### src/rtl/fb_pkg.sv
// Shared definitions for the feedback combiner: FSM state encoding,
// a constant-foldable ceil(log2) helper and the adder-tree width.
package fb_pkg;

  typedef enum logic [1:0] {
    ST_IDLE     = 2'd0,
    ST_ARMED    = 2'd1,
    ST_FEEDBACK = 2'd2,
    ST_CONST    = 2'd3
  } fb_state_t;

  // ceil(log2(value)); usable in parameter context
  function automatic int clog2(input int value);
    int r;
    int v;
    r = 0;
    v = value - 1;
    while (v > 0) begin
      r++;
      v = v >> 1;
    end
    return r;
  endfunction

  // Width that holds N_CH channel terms plus the offset without wrapping
  function automatic int sum_w(input int in_w, input int n_ch);
    return in_w + clog2(n_ch + 1);
  endfunction

endpackage

### src/rtl/fb_sat.sv
// Output range limiter: reduces the wide channel sum to the DAC word.
// Build option FB_COMBINER_SAT_EN: defined -> clamp to the signed OUT_W
// range; undefined -> keep the low OUT_W bits (two's-complement wrap).
// The overflow flag is the same in both builds.
module fb_sat
  import fb_pkg::*;
#(
  parameter int SUM_W = 18,
  parameter int OUT_W = 13
) (
  input  logic signed [SUM_W-1:0] sum_in,
  output logic signed [OUT_W-1:0] sat_out,
  output logic                    ovf
);

  // Value fits OUT_W when every bit above the OUT_W sign bit equals it
  function automatic logic in_range(input logic signed [SUM_W-1:0] s);
    return (&s[SUM_W-1:OUT_W-1]) | ~(|s[SUM_W-1:OUT_W-1]);
  endfunction

  function automatic logic signed [OUT_W-1:0] limit(input logic signed [SUM_W-1:0] s);
`ifdef FB_COMBINER_SAT_EN
    if (in_range(s))
      return s[OUT_W-1:0];
    else if (s[SUM_W-1])
      return {1'b1, {(OUT_W-1){1'b0}}};
    else
      return {1'b0, {(OUT_W-1){1'b1}}};
`else
    return s[OUT_W-1:0];
`endif
  endfunction

  assign ovf     = ~in_range(sum_in);
  assign sat_out = limit(sum_in);

endmodule

### src/rtl/fb_combiner.sv
// Feedback combiner: sums enabled corrected-position channel terms plus a
// static offset and produces a registered DAC word three clocks after
// fb_cond. Slow-domain *_b controls pass through two-flop synchronisers.
// Build option FB_COMBINER_SAT_EN selects clamping instead of wrapping
// in fb_sat.
module fb_combiner
  import fb_pkg::*;
#(
  parameter int N_CH  = 4,
  parameter int IN_W  = 15,
  parameter int OUT_W = 13
) (
  input  logic                    clk,
  input  logic                    rst_n,
  input  logic                    store_strb,
  input  logic                    fb_cond,
  input  logic [N_CH*IN_W-1:0]    ch_data,
  input  logic [N_CH-1:0]         ch_oflow,
  input  logic [N_CH-1:0]         ch_en_b,
  input  logic signed [OUT_W-1:0] offset_b,
  input  logic                    const_dac_en_b,
  input  logic signed [OUT_W-1:0] const_dac_b,
  input  logic                    fb_en_b,
  input  logic                    oflow_clr,
  output logic signed [OUT_W-1:0] fb_sgnl,
  output logic                    fb_valid,
  output logic                    oflow,
  output logic                    oflow_sticky
);

  localparam int SUM_W  = sum_w(IN_W, N_CH);
  localparam int SYNC_W = N_CH + 2*OUT_W + 2;

  logic [SYNC_W-1:0]       sync_meta, sync_q;
  logic [N_CH-1:0]         ch_en_s;
  logic signed [OUT_W-1:0] offset_s, const_dac_s;
  logic                    const_dac_en_s, fb_en_s;

  logic signed [IN_W-1:0]  ch_p0 [N_CH];
  logic signed [OUT_W-1:0] off_p0;
  logic                    cof_p0, vld_p0;
  logic signed [SUM_W-1:0] sum_c, sum_p1;
  logic                    cof_p1, vld_p1;
  logic signed [OUT_W-1:0] sat_val;
  logic                    sat_ovf;

  fb_state_t state, state_nxt;
  logic      load_fb, load_const, clr_out, oflow_set;

  // Two-flop synchroniser; the reset keeps the chain out of shift-register primitives
  always_ff @(posedge clk or negedge rst_n) begin
    if (!rst_n) begin
      sync_meta <= '0;
      sync_q    <= '0;
    end else begin
      sync_meta <= {ch_en_b, offset_b, const_dac_en_b, const_dac_b, fb_en_b};
      sync_q    <= sync_meta;
    end
  end

  assign {ch_en_s, offset_s, const_dac_en_s, const_dac_s, fb_en_s} = sync_q;

  // Stage 1: mask disabled channels and register the sample
  always_ff @(posedge clk or negedge rst_n) begin
    if (!rst_n) begin
      for (int k = 0; k < N_CH; k++) ch_p0[k] <= '0;
      off_p0 <= '0;
      cof_p0 <= 1'b0;
      vld_p0 <= 1'b0;
    end else begin
      if (fb_cond) begin
        for (int k = 0; k < N_CH; k++)
          ch_p0[k] <= ch_en_s[k] ? ch_data[k*IN_W +: IN_W] : '0;
        off_p0 <= offset_s;
        cof_p0 <= |(ch_oflow & ch_en_s);
      end
      vld_p0 <= fb_cond & store_strb;
    end
  end

  // Full-width sum of the masked channels and the sign-extended offset
  always_comb begin
    sum_c = {{(SUM_W-OUT_W){off_p0[OUT_W-1]}}, off_p0};
    for (int k = 0; k < N_CH; k++)
      sum_c = sum_c + {{(SUM_W-IN_W){ch_p0[k][IN_W-1]}}, ch_p0[k]};
  end

  // Stage 2: register the sum; a falling store_strb kills in-flight samples
  always_ff @(posedge clk or negedge rst_n) begin
    if (!rst_n) begin
      sum_p1 <= '0;
      cof_p1 <= 1'b0;
      vld_p1 <= 1'b0;
    end else begin
      sum_p1 <= sum_c;
      cof_p1 <= cof_p0;
      vld_p1 <= vld_p0 & store_strb;
    end
  end

  fb_sat #(
    .SUM_W (SUM_W),
    .OUT_W (OUT_W)
  ) u_sat (
    .sum_in  (sum_p1),
    .sat_out (sat_val),
    .ovf     (sat_ovf)
  );

  // FSM state register
  always_ff @(posedge clk or negedge rst_n) begin
    if (!rst_n) state <= ST_IDLE;
    else        state <= state_nxt;
  end

  // FSM next state; a mode change while running re-arms on the next fb_cond
  always_comb begin
    state_nxt = state;
    if (!store_strb) begin
      state_nxt = ST_IDLE;
    end else begin
      case (state)
        ST_IDLE:     state_nxt = ST_ARMED;
        ST_ARMED:    if (fb_cond) begin
                       if (const_dac_en_s)  state_nxt = ST_CONST;
                       else if (fb_en_s)    state_nxt = ST_FEEDBACK;
                     end
        ST_FEEDBACK: if (!fb_en_s || const_dac_en_s) state_nxt = ST_ARMED;
        ST_CONST:    if (!const_dac_en_s) state_nxt = ST_ARMED;
        default:     state_nxt = ST_IDLE;
      endcase
    end
  end

  // FSM outputs: what the output stage does this cycle
  always_comb begin
    load_fb    = (state == ST_FEEDBACK) && vld_p1 && store_strb;
    load_const = (state == ST_CONST)    && vld_p1 && store_strb;
    clr_out    = !store_strb || (state == ST_IDLE) || (state == ST_ARMED);
    oflow_set  = load_fb && (sat_ovf || cof_p1);
  end

  // Stage 3: output word, valid/overflow pulses and sticky overflow (set wins)
  always_ff @(posedge clk or negedge rst_n) begin
    if (!rst_n) begin
      fb_sgnl      <= '0;
      fb_valid     <= 1'b0;
      oflow        <= 1'b0;
      oflow_sticky <= 1'b0;
    end else begin
      fb_valid <= load_fb | load_const;
      oflow    <= oflow_set;
      if (load_fb)         fb_sgnl <= sat_val;
      else if (load_const) fb_sgnl <= const_dac_s;
      else if (clr_out)    fb_sgnl <= '0;
      if (oflow_set)       oflow_sticky <= 1'b1;
      else if (oflow_clr)  oflow_sticky <= 1'b0;
    end
  end

endmodule

### config.mk
export PLATFORM = sky130hd
export DESIGN_NAME = fb_combiner
export DESIGN_NICKNAME = d
export VERILOG_FILES = /design/src/rtl/fb_pkg.sv /design/src/rtl/fb_sat.sv /design/src/rtl/fb_combiner.sv
export SDC_FILE = /design/constraint.sdc
export NUM_CORES = 1
export LEC_CHECK = 0
export CORE_UTILIZATION = 44
export CTS_BUF_LIST = sky130_fd_sc_hd__clkbuf_8
export CTS_CLUSTER_DIAMETER = 120
export DETAILED_ROUTE_END_ITERATION = 8
export GPL_TIMING_DRIVEN = 0
export PLACE_DENSITY = 0.64
export SETUP_SLACK_MARGIN = 0.05
export SYNTH_ARGS = -nofsm -noshare
export SYNTH_HDL_FRONTEND = slang
export SYNTH_SLANG_ARGS = --single-unit
export TNS_END_PERCENT = 20
### constraint.sdc
create_clock -name clk -period 6.3 [get_ports clk]
set_input_delay 1.26 -clock clk [delete_from_list [all_inputs] [get_ports clk]]
set_output_delay 1.26 -clock clk [all_outputs]
set_load 0.03 [all_outputs]
## Word-level counts from Yosys, hierarchy flattened

Cells that the tools add are included.

| operators by class | value |
|---|---|
| $add $sub $neg | 4 |
| multipliers | 0 |
| div/mod/pow operators | 0 |
| $lt $le $gt $ge | 0 |
| equal/unequal tests | 7 |
| shift-type cells | 0 |
| multiplexer cells | 16 |
| bitwise logic cells | 7 |
| reductions and logical operators | 18 |

Operator list:

| cell | count |
|---|---|
| $mux W15 | 4 |
| $mux W13 | 3 |
| $add A17 B15 Y18 | 1 |
| $add A18 B18 Y18 | 1 |
| $add A16 B15 Y17 | 1 |
| $add A13 B15 Y16 | 1 |
| $mux W2 | 6 |
| $ne A3 B3 Y1 const B | 3 |
| $pmux W2 S4 | 1 |
| $reduce_and A6 Y1 | 1 |
| $reduce_or A6 Y1 | 1 |
| $logic_and A1 B1 Y1 | 5 |
| $and A4 B4 Y4 | 1 |
| $eq A2 B2 Y1 const B | 2 |
| $logic_or A1 B1 Y1 | 4 |
| $ne A4 B4 Y1 const B | 1 |
| $reduce_and A4 Y1 | 1 |
| $reduce_or A4 Y1 | 1 |
| $reduce_bool A3 Y1 | 1 |
| $and A1 B1 Y1 | 2 |
| $eq A2 B1 Y1 const B | 1 |
| $logic_not A1 Y1 | 2 |
| $logic_not A2 Y1 | 1 |
| $mux W1 | 2 |
| other kinds (3) | 5 |

| storage, ports and cells | value |
|---|---|
| register bits after elaboration | 177 |
| bits in latches | 0 |
| bits in writable memories | 0 |
| bits in read-only memories | 0 |
| word-level logic and storage cells | 69 |
| memories | 0 |

## Longest topological paths before layout

| logic depth | value |
|---|---|
| depth in word-level cells | 7 |
| gate-level depth with buffers | 14 |
| mapped depth without buffers | 13 |

## By module

From an unflattened synthesis, not the netlist that was laid out.

| second synthesis, totals | value |
|---|---|
| cells, all modules | 726 |
| area, all modules | 8,139.1 µm² |

Modules (own cells, without submodules):

| module | times used | cells each | area each (µm²) | sequential area each (µm²) |
|---|---|---|---|---|
| fb_combiner | 1 | 708 | 8,006.4 | 4,429.2 |
| fb_sat | 1 | 18 | 132.6 | 0.0 |

## Worst setup path after synthesis

OpenSTA, ideal clock, no wires.

| path | value |
|---|---|
| kind | register -> register |
| start | reg ch_p0[16] (netlist bit) |
| end | reg sum_p1[15] |
| setup time | 0.128 ns |
| arrival | 3.369 ns |
| data required time | 6.172 ns |
| path slack | 2.804 ns |
| cell stages (with the launch flop) | 13 |
| buffers on the path | 0 |
| clock period less this slack | 3.496 ns |
| cells stage by stage | dfrtp_1 -> inv_1 -> fa_1 -> fa_1 -> inv_1 -> fa_1 -> ha_1 -> fa_1 -> a211oi_2 -> o211ai_1 -> a211oi_1 -> o21bai_1 -> xor2_1 |

| on the way | value |
|---|---|
| word-level cells in the longest chain between the ends | 2 |

Ends and longest elaborated chain:

| item | line | source |
|---|---|---|
| start, declared | fb_combiner.sv:39 | `logic signed [IN_W-1:0] ch_p0 [N_CH];` |
| start signal, assigned by index | fb_combiner.sv:73 | `ch_p0[k] <= ch_en_s[k] ? ch_data[k*IN_W +: IN_W] : '0;` |
| $add A17 B15 Y18 | fb_combiner.sv:85 | `sum_c = sum_c + {{(SUM_W-IN_W){ch_p0[k][IN_W-1]}}, ch_p0[k]};` |
| $add A18 B18 Y18 | fb_combiner.sv:85 |  |
| named net sum_c[15] | fb_combiner.sv:42 | `logic signed [SUM_W-1:0] sum_c, sum_p1;` |
| end signal, assigned | fb_combiner.sv:95 | `sum_p1 <= sum_c;` |
| end, declared | fb_combiner.sv:42 |  |

The timed path passes the listed nets, and every way through them passes these cells.
A chain may end at the register's enable or synchronous reset.

## Final worst setup path

Same ends and word-level chain as after synthesis.

==> results.sh <==
export IMPL_synth_seq_area_share_pct=55.20
export IMPL_number_of_flops_mapped_to_enable_cells_by_yosys=0
export IMPL_setup_viol_count_final=0
export IMPL_antenna_cells_inserted=0
export IMPL_design_power_total_uw=3319
export IMPL_hp_start="sync_meta[19]"
export IMPL_tritoncts="yes"
export IMPL_number_of_cts_inserted_buffers=17
export IMPL_yosys_warnings=0
export IMPL_areaGrowthSynthToFinish_pct=23.62
export IMPL_dp_cells=1063
export IMPL_worst_skew_pair_late_latency_ns=0.47
export IMPL_grt_overflow_total=0
export IMPL_whs_endpoint="sync_q[19]"
export IMPL_synth_area_top_cells="dfrtp_1 55%, fa_1 12%, inv_1 6.9%"
export IMPL_final_nets=1019
export IMPL_critical_path_arrival_ns=4.14
export IMPL_intPower_uw=2131
export IMPL_unrepaired_setup_endpoints_after_global_routing="no"
export IMPL_clockPowerShare_pct=25.1
export IMPL_placement_io_buffers=115
export IMPL_power_frac_comb_pct=35.2
export IMPL_top_cell_type_s_share_of_synthesized_area_pct=55.20
export IMPL_syn_num_nets=884
export IMPL_placement_rows=49
export IMPL_commonest_cells_in_the_netlist="177 x dfrtp_1, 147 x inv_1, 87 x o21ai_0, 70 x nand3_1, 47 x fa_1"
export IMPL_power_net_switching_uw=1188
export IMPL_dpl_instance_area_sq_um=9494
export IMPL_power_per_cell_area_nw_per_um2=334.6
export IMPL_synth_most_common_cell="dfrtp_1"
export IMPL_max_clock_path_buffers=2
export IMPL_synth_cells=718
export IMPL_worst_hold_slack_ns=0.3555
export IMPL_slew_headroom_pct=60.41
export IMPL_timing_critical_path_from="ch_p0[16]"
export IMPL_seq_power_share_pct=39.7
export IMPL_hold_depth=0
export IMPL_ant_nets_after_route=0
export IMPL_postLayoutSetupSlackWorst_ns=2.509
export IMPL_num_io_pins=117
export IMPL_wl_mm=17.56
export IMPL_dr_first_iter_drc_count=245
export IMPL_grt_antenna_before_repair=0
export IMPL_drc_errors=0
export IMPL_cts_num_sinks=177
export IMPL_clock_tree_root_cell="clkbuf_8"
export IMPL_die_w_um=137.0
export IMPL_clock_fmax_mhz=263.8
export IMPL_critical_path_endpoint_type="flip-flop"
export IMPL_cts_hold_fix_buffers=0
export IMPL_switching_power_as_a_share_of_total_power_pct=35.79
export IMPL_layout_drive_gt1_share_pct=6.928
export IMPL_post_route_period_util_pct=60.18
export IMPL_grt_first_pass_wirelength_mm=28.29
export IMPL_first_global_vias=5693
export IMPL_run_status="finished clean"
export IMPL_hp_class="flip-flop to flip-flop"
export IMPL_post_cts_setup_buffer_count=0
export IMPL_grt_util_all_layers_pct=20.19
export IMPL_dieArea_sq_um=18780
export IMPL_period_needed_ns=3.791
export IMPL_reg2reg_slack_ns=2.51
export IMPL_timing_reg2reg_worst_path_depth=12
export IMPL_preCtsSetupSlack_ns=2.518
export IMPL_max_slew_worst_pin_slew_ns=0.5939
export IMPL_cts_reportedPaths_clkPinSlew_ns=0.10
export IMPL_yosys_area_top_type="dfrtp_1"
export IMPL_ir_drop_uv=155.1
export IMPL_synthDistinctLibCells=48
export IMPL_detailed_place_hpwl_mm=13.37
export IMPL_cts_htree_levels=4
export IMPL_final_cell_area_sq_um=9920
export IMPL_start_kind="flip-flop"
export IMPL_synth_main_ff_cell="dfrtp_1"
export IMPL_die_height_um=137.0
export IMPL_mappedNetlistArea_sq_um=8024
export IMPL_leak_uw=0.004628
export IMPL_cp_data_required_time_ns=6.65
export IMPL_vias=5454
export IMPL_grt_max_degree=107
export IMPL_final_max_slew_viol_count=0
export IMPL_initial_core_util_pct=44.82
export IMPL_timing_worst_setup_path_type="flip-flop to flip-flop"
export IMPL_r2r_end="sum_p1[15]"
export IMPL_maxCapViolCount=0
export IMPL_finish_cell_count_without_fillers=1095
export IMPL_coreArea_sq_um=17900
export IMPL_async_flop_share_pct=100.0
export IMPL_postCtsResizedCells=0
export IMPL_finalHoldViolations=0
export IMPL_via_count_normalized_by_instance_count=4.981
export IMPL_path_max_fanout=3
export IMPL_critical_path_reg2reg_startpoint="ch_p0[16]"
export IMPL_gp_routability_congestion=0.8509
export IMPL_syn_avg_cell_area_sq_um=11.18
export IMPL_synth_ff_latch_count=177
export IMPL_detailedRoute_firstPassIterationCount=5
export IMPL_wire_per_inst_um=16.04
export IMPL_final_setup_skew_ns=0.01090
## flip-flops by register name, summed over array words and instances (netlist names), 2 cells and up
register / flops
ch_p0: 60
fb_sgnl: 13
off_p0: 13
state: 2
sum_p1: 18
sync_meta: 32
sync_q: 32
## final cells by class
type                       count  area, sq um
fill                        1549         7983
sequential                   177         4429
multi-input combinational    362         2908
timing repair buffer         116         1184
inverter                     147        551.8
tap                          229        286.5
clock buffer                  17        234.0
clock inverter                15        191.4
buffer                        32        135.1
## worst max-delay path, stage by stage, from the launching register on
cell and delay (ns):
dfrtp_1 0.37, inv_1 0.09, fa_1 0.45, fa_1 0.51
inv_1 0.05, fa_1 0.45, ha_1 0.27, fa_1 0.45
a211oi_2 0.30, o211ai_1 0.17, a211oi_1 0.30, o21bai_1 0.12
xor2_1 0.14
## cells by family after synthesis
group           Yosys count  share of synthesized area [%]
buf+inv                 179                          8.561
flops                   177                          55.20
compound gates          134                          9.933
simple gates            130                          7.797
fa+ha+maj                65                          14.53
mux                      20                          2.557
xor+xnor                 13                          1.419
## cells in the final DEF, fill, tap and decap left out, types with 3 or more instances in the layout
cell type,netlist,layout
nor2b_1,3,3
a211oi_1,3,3
nor3_1,4,4
clkbuf_8,0,17
o211ai_1,4,4
nand2_1,33,33
nor2_1,8,8
clkinv_4,0,3
a221oi_1,3,3
and2_1,3,3
mux2i_1,16,16
mux2_2,4,4
inv_1,147,147
a21oi_1,13,13
dfrtp_1,177,177
ha_1,18,18
clkdlybuf4s50_1,0,114
nand3_1,70,70
clkbuf_1,20,20
xor2_1,7,7
xnor2_1,6,6
o21ai_0,87,87
fa_1,47,47
buf_2,11,11
inv_8,0,5
## how the worst max path moves through the flow
stage / to / slack (ns) / cells past startpoint
after floorplan: sum_p1[15] / 2.80 / 12
after global placement: ch_p0[24] / -3.06 / 1
after detailed placement: sum_p1[15] / 2.52 / 12
after CTS: sum_p1[15] / 2.49 / 12
after global routing: sum_p1[11] / 2.38 / 12
final: sum_p1[15] / 2.51 / 12
## layer usage
metal	share of wire, %	GRT usage, %	vias to the layer above
li1	-	-	2568
met1	45	26.75	2733
met2	49	33.00	136
met3	4.4	4.296	17
met4	1.3	6.654	0
met5	0	0	-
## per-stage QoR
step | setup TNS, ns | util [%]
floorplan | 0 | -
global placement | -537.31 | 52.85
detailed placement | 0 | 53.03
CTS | 0 | 55.41
global route | 0 | 55.41
finish | 0 | 55.41
## power groups by stage
stage | combinational, uW | clock [uW] | sequential (uW)
after floorplan | 842 | 0 | 1320
after global placement | 1160 | 0 | 1340
after detailed placement | 1180 | 0 | 1340
after CTS | 1190 | 855 | 1320
after global routing | 1330 | 899 | 1330
final | 1170 | 832 | 1320
Power figures use the tool's default switching activity.
